[src/rtl/occupancy_mode_controller.sv]
// Occupancy supervisor: person counter, ARMED/OCCUPIED/LEAVING FSM and registered AC/eco/security enables.
// Optional LEAVING grace timer is built only when OCCUPANCY_LEAVE_GRACE_EN is defined.
module occupancy_mode_controller #(
  parameter int PCNT_W      = 8,
  parameter int GRACE_TICKS = 30
) (
  input  logic              clk_i,
  input  logic              rst_i,
  input  logic              entry_pulse_i,
  input  logic              exit_pulse_i,
  input  logic              tick_i,
  input  logic [1:0]        user_ac_mode_i,
  input  logic              user_mode_load_i,
  input  logic              eco_enable_i,
  input  logic              err_clr_i,
  output logic [PCNT_W-1:0] person_count_o,
  output logic [1:0]        ac_working_mode_o,
  output logic              eco_mode_valid_o,
  output logic              security_control_valid_o,
  output logic [1:0]        state_o,
  output logic              count_err_o
);

  typedef enum logic [1:0] {
    ST_ARMED    = 2'b00,
    ST_OCCUPIED = 2'b01,
    ST_LEAVING  = 2'b10,
    ST_ILLEGAL  = 2'b11
  } state_t;

  localparam logic [PCNT_W-1:0] CNT_MAX = {PCNT_W{1'b1}};

  state_t            state_q, state_d;
  logic [PCNT_W-1:0] count_q, count_d;
  logic              err_q, err_d;
  logic [1:0]        mode_q, mode_d;
  logic [1:0]        ac_mode_q, ac_mode_d;
  logic              eco_q, eco_d;
  logic              sec_q, sec_d;
  logic              err_set;

`ifdef OCCUPANCY_LEAVE_GRACE_EN
  localparam logic [7:0] GRACE_LAST = 8'(GRACE_TICKS - 1);
  logic [7:0] timer_q, timer_d;
`else
  localparam logic [7:0] GRACE_UNUSED = 8'(GRACE_TICKS);
  logic unused_grace;
  assign unused_grace = ^{tick_i, GRACE_UNUSED};
`endif

  // Counter with saturation; a fresh error takes priority over a clear
  always_comb begin
    count_d = count_q;
    err_set = 1'b0;
    if (entry_pulse_i && !exit_pulse_i) begin
      if (count_q == CNT_MAX) err_set = 1'b1;
      else                    count_d = count_q + 1'b1;
    end else if (exit_pulse_i && !entry_pulse_i) begin
      if (count_q == '0) err_set = 1'b1;
      else               count_d = count_q - 1'b1;
    end
    if (err_set)        err_d = 1'b1;
    else if (err_clr_i) err_d = 1'b0;
    else                err_d = err_q;
    mode_d = user_mode_load_i ? user_ac_mode_i : mode_q;
  end

  always_comb begin
    state_d = state_q;
`ifdef OCCUPANCY_LEAVE_GRACE_EN
    timer_d = timer_q;
`endif
    case (state_q)
      ST_ARMED: begin
        if (count_d != '0) state_d = ST_OCCUPIED;
      end
      ST_OCCUPIED: begin
        if (count_d == '0) begin
`ifdef OCCUPANCY_LEAVE_GRACE_EN
          state_d = ST_LEAVING;
          timer_d = 8'd0;
`else
          state_d = ST_ARMED;
`endif
        end
      end
`ifdef OCCUPANCY_LEAVE_GRACE_EN
      ST_LEAVING: begin
        if (count_d != '0) begin
          state_d = ST_OCCUPIED;
        end else if (tick_i) begin
          if (timer_q == GRACE_LAST) begin
            state_d = ST_ARMED;
            timer_d = 8'd0;
          end else begin
            timer_d = timer_q + 8'd1;
          end
        end
      end
`endif
      default: state_d = ST_ARMED;
    endcase

    // Outputs are registered from the next state so they change together with state_o
    if (state_d == ST_ARMED) begin
      ac_mode_d = 2'b00;
      eco_d     = 1'b1;
      sec_d     = 1'b1;
    end else begin
      ac_mode_d = mode_d;
      eco_d     = eco_enable_i;
      sec_d     = 1'b0;
    end
  end

  always_ff @(posedge clk_i or posedge rst_i) begin
    if (rst_i) begin
      state_q   <= ST_ARMED;
      count_q   <= '0;
      err_q     <= 1'b0;
      mode_q    <= 2'b00;
      ac_mode_q <= 2'b00;
      eco_q     <= 1'b1;
      sec_q     <= 1'b1;
`ifdef OCCUPANCY_LEAVE_GRACE_EN
      timer_q   <= 8'd0;
`endif
    end else begin
      state_q   <= state_d;
      count_q   <= count_d;
      err_q     <= err_d;
      mode_q    <= mode_d;
      ac_mode_q <= ac_mode_d;
      eco_q     <= eco_d;
      sec_q     <= sec_d;
`ifdef OCCUPANCY_LEAVE_GRACE_EN
      timer_q   <= timer_d;
`endif
    end
  end

  assign person_count_o           = count_q;
  assign ac_working_mode_o        = ac_mode_q;
  assign eco_mode_valid_o         = eco_q;
  assign security_control_valid_o = sec_q;
  assign state_o                  = state_q;
  assign count_err_o              = err_q;

endmodule

[config.mk]
export PLATFORM = sky130hd
export DESIGN_NAME = occupancy_mode_controller
export DESIGN_NICKNAME = d
export VERILOG_FILES = /design/src/rtl/occupancy_mode_controller.sv
export SDC_FILE = /design/constraint.sdc
export NUM_CORES = 1
export LEC_CHECK = 0
export BUFFER_PORTS_ARGS = -buffer_cell sky130_fd_sc_hd__buf_4
export CAP_MARGIN = 20
export CELL_PAD_IN_SITES_DETAIL_PLACEMENT = 0
export CELL_PAD_IN_SITES_GLOBAL_PLACEMENT = 1
export CORE_UTILIZATION = 36
export DETAILED_ROUTE_END_ITERATION = 16
export PLACE_DENSITY = 0.78
export SYNTH_ARGS = -nofsm -noshare
export SYNTH_HDL_FRONTEND = slang
export SYNTH_SLANG_ARGS = --single-unit
[constraint.sdc]
create_clock -name clk_i -period 2.1 [get_ports clk_i]
set_input_delay 0.21 -clock clk_i [delete_from_list [all_inputs] [get_ports clk_i]]
set_output_delay 0.21 -clock clk_i [all_outputs]
set_load 0.01 [all_outputs]
## After elaboration in Yosys (flattened, before gate mapping)

Index checks and enable logic that the tools add are counted.
Widths: inputs -> output; s select.

- Logic and storage cells: 38
- Bits of input ports: 10
- Register bits after elaboration: 17

- Multiplexer cells: 17
- Add/subtract/negate cells: 2
- Reductions and logical operators: 10
- Equal/unequal tests: 2

Operator list:

| kind | count |
|---|---|
| $mux 8 | 4 |
| $logic_not 8->1 | 2 |
| $add 8x1->8 const B | 1 |
| $eq 8x8->1 const B | 1 |
| $mux 1 | 8 |
| $mux 2 | 4 |
| $reduce_bool 8->1 | 1 |
| $sub 8x1->8 const B | 1 |
| $logic_not 2->1 | 2 |
| $pmux 2 s2 | 1 |
| $eq 2x1->1 const B | 1 |
| $logic_and 1x1->1 | 2 |
| $logic_not 1->1 | 2 |
| $reduce_bool 2->1 | 1 |

## Logic depth before layout (Yosys ltp)

Gate-level depths: netlist of the first run.

- Depth in word-level cells: 9
- Mapped depth: 8

## Least setup slack after synthesis of the first run

OpenSTA, ideal clock, no wires.

- Kind: flip-flop to flip-flop
- From: reg count_q[4], in the netlist person_count_o[4]
- To: reg ac_mode_q[0], in the netlist ac_working_mode_o[0]
- Path buffers: 1
- Clock period less this slack: 2.235 ns
- Stages on the path, launching flop included: 8
- Data required time: 1.958 ns
- Setup time: 0.142 ns
- Setup slack: -0.135 ns
- Arrival time: 2.093 ns
- Cell sequence: dfrtp_1 or4b_4 buf_6 nor4_4 nor3_1 o32a_2 nor4b_4 a21oi_1

- Word-level cells in the longest chain between the ends: 9
- Elaborated cells between the ends (all ways): 15
- Classes of those cells: add/sub: 2; eq/ne: 1; mux: 8; reduce/logical: 4

RTL lines:

| item | line | source |
|---|---|---|
| start: declaration | 34 | `logic [PCNT_W-1:0] count_q, count_d;` |
| start signal: assignment | 130 | `count_q <= count_d;` |
| $sub 8x1->8 or $logic_not 8->1 (tied branches) | 60, 59 |  |
| $mux 8 | 59 | `if (count_q == '0) err_set = 1'b1;` |
| $mux 8 | 58 | `end else if (exit_pulse_i && !entry_pulse_i) begin` |
| $mux 8 (*) | 55 | `if (entry_pulse_i && !exit_pulse_i) begin` |
| net count_d[6] | 34 |  |
| $logic_not 8->1 or $reduce_bool 8->1 (tied branches) | 78, 75 |  |
| $mux 2 (on tied branches) | 78, 75 |  |
| $pmux 2 s2 (*) | 73 | `case (state_q)` |
| $logic_not 2->1 (*) | 105 | `if (state_d == ST_ARMED) begin` |
| $mux 2 (*) | 105 |  |
| net ac_mode_d[0] | 37 | `logic [1:0] ac_mode_q, ac_mode_d;` |
| end signal: assignment | 133 | `ac_mode_q <= ac_mode_d;` |
| end: declaration | 37 |  |

The timed path passes the listed nets; every way through them passes the cells marked *.
A chain may end at the register's enable or synchronous reset.

## Final worst setup path of the first run

- From: reg count_q[4], in the netlist person_count_o[4]
- To: reg state_q[0], in the netlist state_o[0]

- Word-level cells in the longest chain between the ends: 7
- Elaborated cells between the ends (all ways): 13
- Classes of those cells: add/sub: 2; eq/ne: 1; mux: 7; reduce/logical: 3

RTL lines:

| item | line | source |
|---|---|---|
| $sub 8x1->8 or $logic_not 8->1 (tied branches) | 60, 59 |  |
| $mux 8 | 59 |  |
| $mux 8 | 58 |  |
| $mux 8 (*) | 55 |  |
| net count_d[6] | 34 |  |
| $logic_not 8->1 or $reduce_bool 8->1 (tied branches) | 78, 75 |  |
| $mux 2 (on tied branches) | 78, 75 |  |
| $pmux 2 s2 (*) | 73 |  |
| net state_d[0] | 33 | `state_t state_q, state_d;` |
| end signal: assignment | 129 | `state_q <= state_d;` |
| end: declaration | 33 |  |

Marks and branches as above.

==> results of run 1 <==
[synth_stat cells, types with 3 or more instances]
library cell / number
or3_1: 3
a211o_1: 4
nor3_1: 8
nand3_1: 4
nand2b_1: 9
ha_1: 3
clkbuf_1: 3
o21ai_0: 5
nor2b_1: 6
dfrtp_1: 15
a21oi_1: 8
inv_1: 6
nand2_1: 9
[metal layers]
metal,track usage (%),up-vias,wire length [um]
li1,-,554,-
met1,28.13,564,1383
met2,32.06,20,1644
met3,4.688,4,99
met4,8.503,0,33
met5,0,-,0
[repair_timing]
action                                 4_1_cts  5_1_grt
setup endpoints to repair                    5        5
hold buffers                                 1        0
pin swaps                                    7        4
gates resized for setup                     12        8
endpoints found under the hold margin        8        0
setup buffers                                1        1
[power groups by stage]
stage / Combinational [mW] / Clock (mW) / Sequential [mW]
finish: 1.34 / 0.171 / 0.524
CTS: 1.28 / 0.176 / 0.523
global placement: 1.17 / 0 / 0.515
detailed placement: 1.20 / 0 / 0.521
global route: 1.46 / 0.191 / 0.537
floorplan: 0.546 / 0 / 0.578
[metrics by stage]
| stage | instances | utilization (%) | setup WS, ns |
|---|---|---|---|
| finish | 205 | 57.46 | -0.06473 |
| global route | 205 | 57.46 | -0.1661 |
| CTS | 204 | 56.36 | -0.06127 |
| detailed placement | 198 | 53.16 | -0.09874 |
| global placement | 198 | 53.16 | -0.04572 |
| floorplan | 121 | - | 0.003617 |
[registers in the layout (all words and copies together) (netlist names)]
signal and cells:
security_control_valid_o 1, eco_mode_valid_o 1, count_err_o 1, person_count_o 8, state_o 2, mode_q 2
ac_working_mode_o 2
[final timing paths]
check	startpoint	to
min in group asynchronous	rst_i	person_count_o[6]
max in group asynchronous	rst_i	person_count_o[4]
worst min-delay path	eco_enable_i	eco_mode_valid_o
worst max register to register	person_count_o[4]	state_o[0]
worst max-delay path	person_count_o[4]	state_o[0]
worst min register to register	mode_q[1]	mode_q[1]
[kinds of logic (layout without fill, tap and decap cells)]
group           after synthesis  in the layout  synth area share [%]
mux                           3              3                 2.908
simple gates                 50             50                 28.41
compound gates               34             34                 20.47
other cells                   1              1                0.3352
flops                        17             17                 38.25
buf+inv                      12             65                 5.480
fa+ha+maj                     3              3                 3.356
xor+xnor                      1              1                0.7831
[critical path: cells and delay by family, from the launching register on]
| family | cells | cell delay [ns] |
|---|---|---|
| compound gates | 2 | 0.38 |
| flops | 1 | 0.44 |
| simple gates | 4 | 1.22 |
[cell type report]
class	instances	area, um^2
fillers	259	1214
multi-input cells	92	704.4
flip-flops and latches	17	430.4
repair buffers	55	415.4
well taps	31	38.79
clock buffers	3	22.52
inverters	6	22.52
clock inverters	1	5.005
==> results.yml, run 1 <==
status:
  status: "finished with violations"
  violations: "DRC, setup timing"
logic_synthesis:
  syn_area_mm2: 0.001119
  yosysTopAreaCell: "dfrtp_1"
  ys_seq_area_share_pct: 38.26
  async_reset_ff_share_pct: 100.0
  dominantRegCellSynth: "dfrtp_1"
  syn_inst: 121
  yosys-top-cells-area: "dfrtp_1 34%, nand2b_1 5.0%, dfstp_2 4.7%, a21oi_1 3.6%, nor3_1 3.6%"
  ys_types: 42
  synth_enable_flop_cells: 0
  yosys_warnings: 0
  synth_top_area_share_pct: 33.56
  syn-num-nets: 134
  ys_ff_latch: 17
  avgSynthCellArea_um2: 9.244
floorplanning:
  start_util_pct: 39.21
  rows: 19
  die_w_um: 57.74
  die_area_mm2: 0.003334
  coreArea_mm2: 0.002853
  ios: 25
  die_h_um: 57.74
min_path:
  min_path_type: "in2reg"
  hold_depth: 2
route:
  via_count: 1142
  routed_wl_um: 3160
  ant_nets: 0
  viasPerCell: 5.571
  drt_pre_antenna_iters: 10
  wire_per_inst_um: 15.41
  drt_iter0_markers: 31
  drc: 2
worst_setup_path:
  critPathLaunchType: "flop"
  worstSetupPathType: "reg2reg"
  end_kind: "flop"
  cp_max_fo: 6
  reg2reg_depth: 6
  cpMaxStageDelayCell: "or4b_4"
  worstPathArrival_ns: 2.33
  crit_path_cell_trace: "or4b_4 > nor4_4 > nor3_1 > o32a_2 > nor4b_4 > a21oi_1"
  slowest_delay_ns: 0.60
  cp.required_ns: 2.27
  r2r_slack_ns: -0.06
timing:
  period_minus_slack_ns: 2.165
  fmax_ghz: 0.4620
  setup_viol: 5
  setup_tns_ns: -0.1049
  finalCritPeriodShare_pct: 103.1
  rsz0062_at_grt: "true"
  finalHoldViolCount: 0
  maxSlewViolCount: 0
  hold_slack_ns: 0.09387
  tightestPinTransition_ns: 0.6040
  slew_headroom_pct: 59.69
  layout_setup_ws_ns: -0.06473
  skew_ns: 0.006833
placement:
  hpwlAfterDp_um: 2417
  port_buffers: 23
  gp_congestion: 0.8534
  placed_cell_area_mm2: 0.001516
grt:
  grt.total_usage_pct: 20.70
  grt_pass1_wl_um: 5161
  grt_antenna_before_repair: 0
  grt_pass1_vias: 1113
  grt-ovfl-total: 0
  grt_max_degree: 18
power_and_ir_drop:
  power_frac_seq_pct: 25.7
  p_total_mw: 2.037
  switchingPower_mw: 0.8606
  p_int_mw: 1.176
  switching_share_pct: 42.25
  vdd_ir_drop_max_mv: 0.6072
  powerDensity_mw_per_mm2: 1243
  clock_power_share_pct: 8.4
  p_leak_nw: 0.7388
  combPwrFrac_pct: 65.8
cts:
  clkSlewWorstSetupHoldPaths_ns: 0.10
  clock_latency_ns: 0.30
  clock-sinks: 17
  cts_tree: "built"
  cts_root_buf: "clkbuf_4"
  cts_buffers: 3
  clockBufferDepth: 2
  h-tree-depth: 1
finish:
  final_common_cell: "buf_4"
  layout-area-overhead-vs-synth_pct: 46.53
  n_antenna_cell: 0
  final_cell_mix: "54 x buf_4, 13 x dfrtp_1, 9 x nand2b_1"
  finish.instance_area_mm2: 0.001639
  layout-drive-gt1-share_pct: 48.85
  final_nets: 188
run:
  timing.max_cap.violations: 0
Power figures use the tool's default switching activity.
==> run 2, diff against run 1 <==
Settings changed: SETUP_SLACK_MARGIN set to 0.3.
==> results.yml, run 2 (same netlist as run 1, synthesis figures left out) <==
timing:
  finalHoldViolCount: 9
  fmax_ghz: 0.4705
  hold_slack_ns: -0.003692
  setup_tns_ns: -0.08208
  layout_setup_ws_ns: -0.02562
  skew_ns: 0.003335
  maxSlewViolCount: 0
  rsz0062_at_grt: "true"
  finalCritPeriodShare_pct: 101.2
  period_minus_slack_ns: 2.126
  setup_viol: 5
  slew_headroom_pct: 58.91
  tightestPinTransition_ns: 0.6157
worst_setup_path:
  end_kind: "flop"
  crit_path_cell_trace: "or4b_4 > nor4_4 > nor3_1 > o32a_2 > nor4b_4 > a21oi_1"
  slowest_delay_ns: 0.61
  cp.required_ns: 2.26
  cp_max_fo: 5
  worstSetupPathType: "reg2reg"
  crit_family: "simple AND/OR/NAND/NOR gates"
  cpMaxStageDelayCell: "or4b_4"
  critPathLaunchType: "flop"
  worstPathArrival_ns: 2.28
  crit_buf_inv: 0
finish:
  n_antenna_cell: 0
  layout-area-overhead-vs-synth_pct: 48.88
  final_common_cell: "buf_4"
  final_nets: 187
  largest_reg_flops: 8
  layout-drive-gt1-share_pct: 50.87
  final_cell_mix: "54 x buf_4, 11 x dfrtp_1, 9 x nand2b_1"
  finish.instance_area_mm2: 0.001665
grt:
  grt.total_usage_pct: 19.70
  grt_max_degree: 18
  grt_antenna_before_repair: 0
  grt_pass1_wl_um: 5050
  grt-ovfl-total: 0
  grt_pass1_vias: 1090
cts:
  cts_tree: "built"
  cts_buffers: 3
  clock-sinks: 17
  h-tree-depth: 1
  cts_root_buf: "clkbuf_4"
  clockBufferDepth: 2
  clkSlewWorstSetupHoldPaths_ns: 0.09
  clock_latency_ns: 0.28
placement:
  placed_cell_area_mm2: 0.001516
  dp_worst_setup_slack_ns: -0.07713
  port_buffers: 23
  gp_congestion: 0.8920
  hpwlAfterDp_um: 2334
status:
  status: "finished with violations"
  violations: "DRC, hold timing, setup timing"
floorplanning:
  die_w_um: 57.74
  ios: 25
  die_area_mm2: 0.003334
  coreArea_mm2: 0.002853
  rows: 19
  die_h_um: 57.74
  start_util_pct: 39.21
route:
  ant_nets: 0
  viasPerCell: 5.520
  routed_wl_um: 3055
  drc: 2
  wire_per_inst_um: 14.98
  via_count: 1126
  drt_pre_antenna_iters: 10
  drt_iter0_markers: 73
min_path:
  min_path_type: "in2async"
run:
  timing.max_cap.violations: 0
power_and_ir_drop:
  p_int_mw: 1.217
  switchingPower_mw: 0.8811
  combPwrFrac_pct: 65.8
  powerDensity_mw_per_mm2: 1260
  power_frac_seq_pct: 26.4
  p_leak_nw: 0.7338
  vdd_ir_drop_max_mv: 0.7044
  switching_share_pct: 41.99
  clock_power_share_pct: 7.8
==> run 2: area by class of cell <==
| class | count | area, um^2 |
|---|---|---|
| Clock buffer | 4 | 26.28 |
| Fill cell | 271 | 1187 |
| Inverter | 6 | 22.52 |
| Multi-Input combinational cell | 92 | 739.5 |
| Sequential cell | 17 | 432.9 |
| Tap cell | 31 | 38.79 |
| Timing Repair Buffer | 54 | 405.4 |
==> run 2: worst register-to-register path: stages (launching register included) <==
cell and delay (ns):
dfrtp_2 0.44, or4b_4 0.61, nor4_4 0.17, nor3_1 0.10, o32a_2 0.22, nor4b_4 0.34, a21oi_1 0.12
==> run 2: repair_timing <==
item,CTS,global route
setup endpoints to repair,5,8
buffers inserted,3,3
resized for setup,4,14
hold buffers,0,0
pin swaps,3,9
endpoints found under the hold margin,0,0
==> run 2: power by group through the flow <==
| stage | clock (mW) | sequential [mW] | combinational [mW] |
|---|---|---|---|
| 2_1_floorplan | 0 | 0.590 | 0.582 |
| 3_3_place_gp | 0 | 0.541 | 1.18 |
| 3_5_place_dp | 0 | 0.541 | 1.21 |
| 4_1_cts | 0.171 | 0.540 | 1.27 |
| 5_1_grt | 0.189 | 0.566 | 1.49 |
| 6_report | 0.164 | 0.554 | 1.38 |
==> run 2: metrics by stage <==
step / utilization, % / hold slack (ns) / power [mW] / std cells
after floorplan: - / 0.1343 / 1.173 / 121
after global placement: 53.16 / 0.3114 / 1.720 / 194
after detailed placement: 53.16 / 0.3283 / 1.748 / 194
after CTS: 55.53 / 0.01397 / 1.977 / 201
after global routing: 58.38 / 0.02613 / 2.248 / 204
final: 58.38 / -0.003692 / 2.098 / 204
==> run 2: worst paths after layout <==
| kind | end | slack (ns) | cells past startpoint | start |
|---|---|---|---|---|
| min in group clk_i | eco_mode_valid_o | 0.11 | 2 | eco_enable_i |
| max in group asynchronous | person_count_o[1] | 1.67 | 2 | rst_i |
| worst min register to register | mode_q[1] | 0.51 | 1 | mode_q[1] |
| worst max-delay path | state_o[0] | -0.03 | 6 | person_count_o[4] |
| worst max register to register | state_o[0] | -0.03 | 6 | person_count_o[4] |
| worst min-delay path | mode_q[1] | -0.004 | 2 | rst_i |
==> run 2: layer usage <==
metal / track usage [%] / up-vias / part of all wire, %
li1: - / 546 / -
met1: 27.38 / 537 / 42
met2: 30.73 / 41 / 50
met3: 5.580 / 2 / 7.6
met4: 4.422 / 0 / 0.43
met5: 0 / - / 0
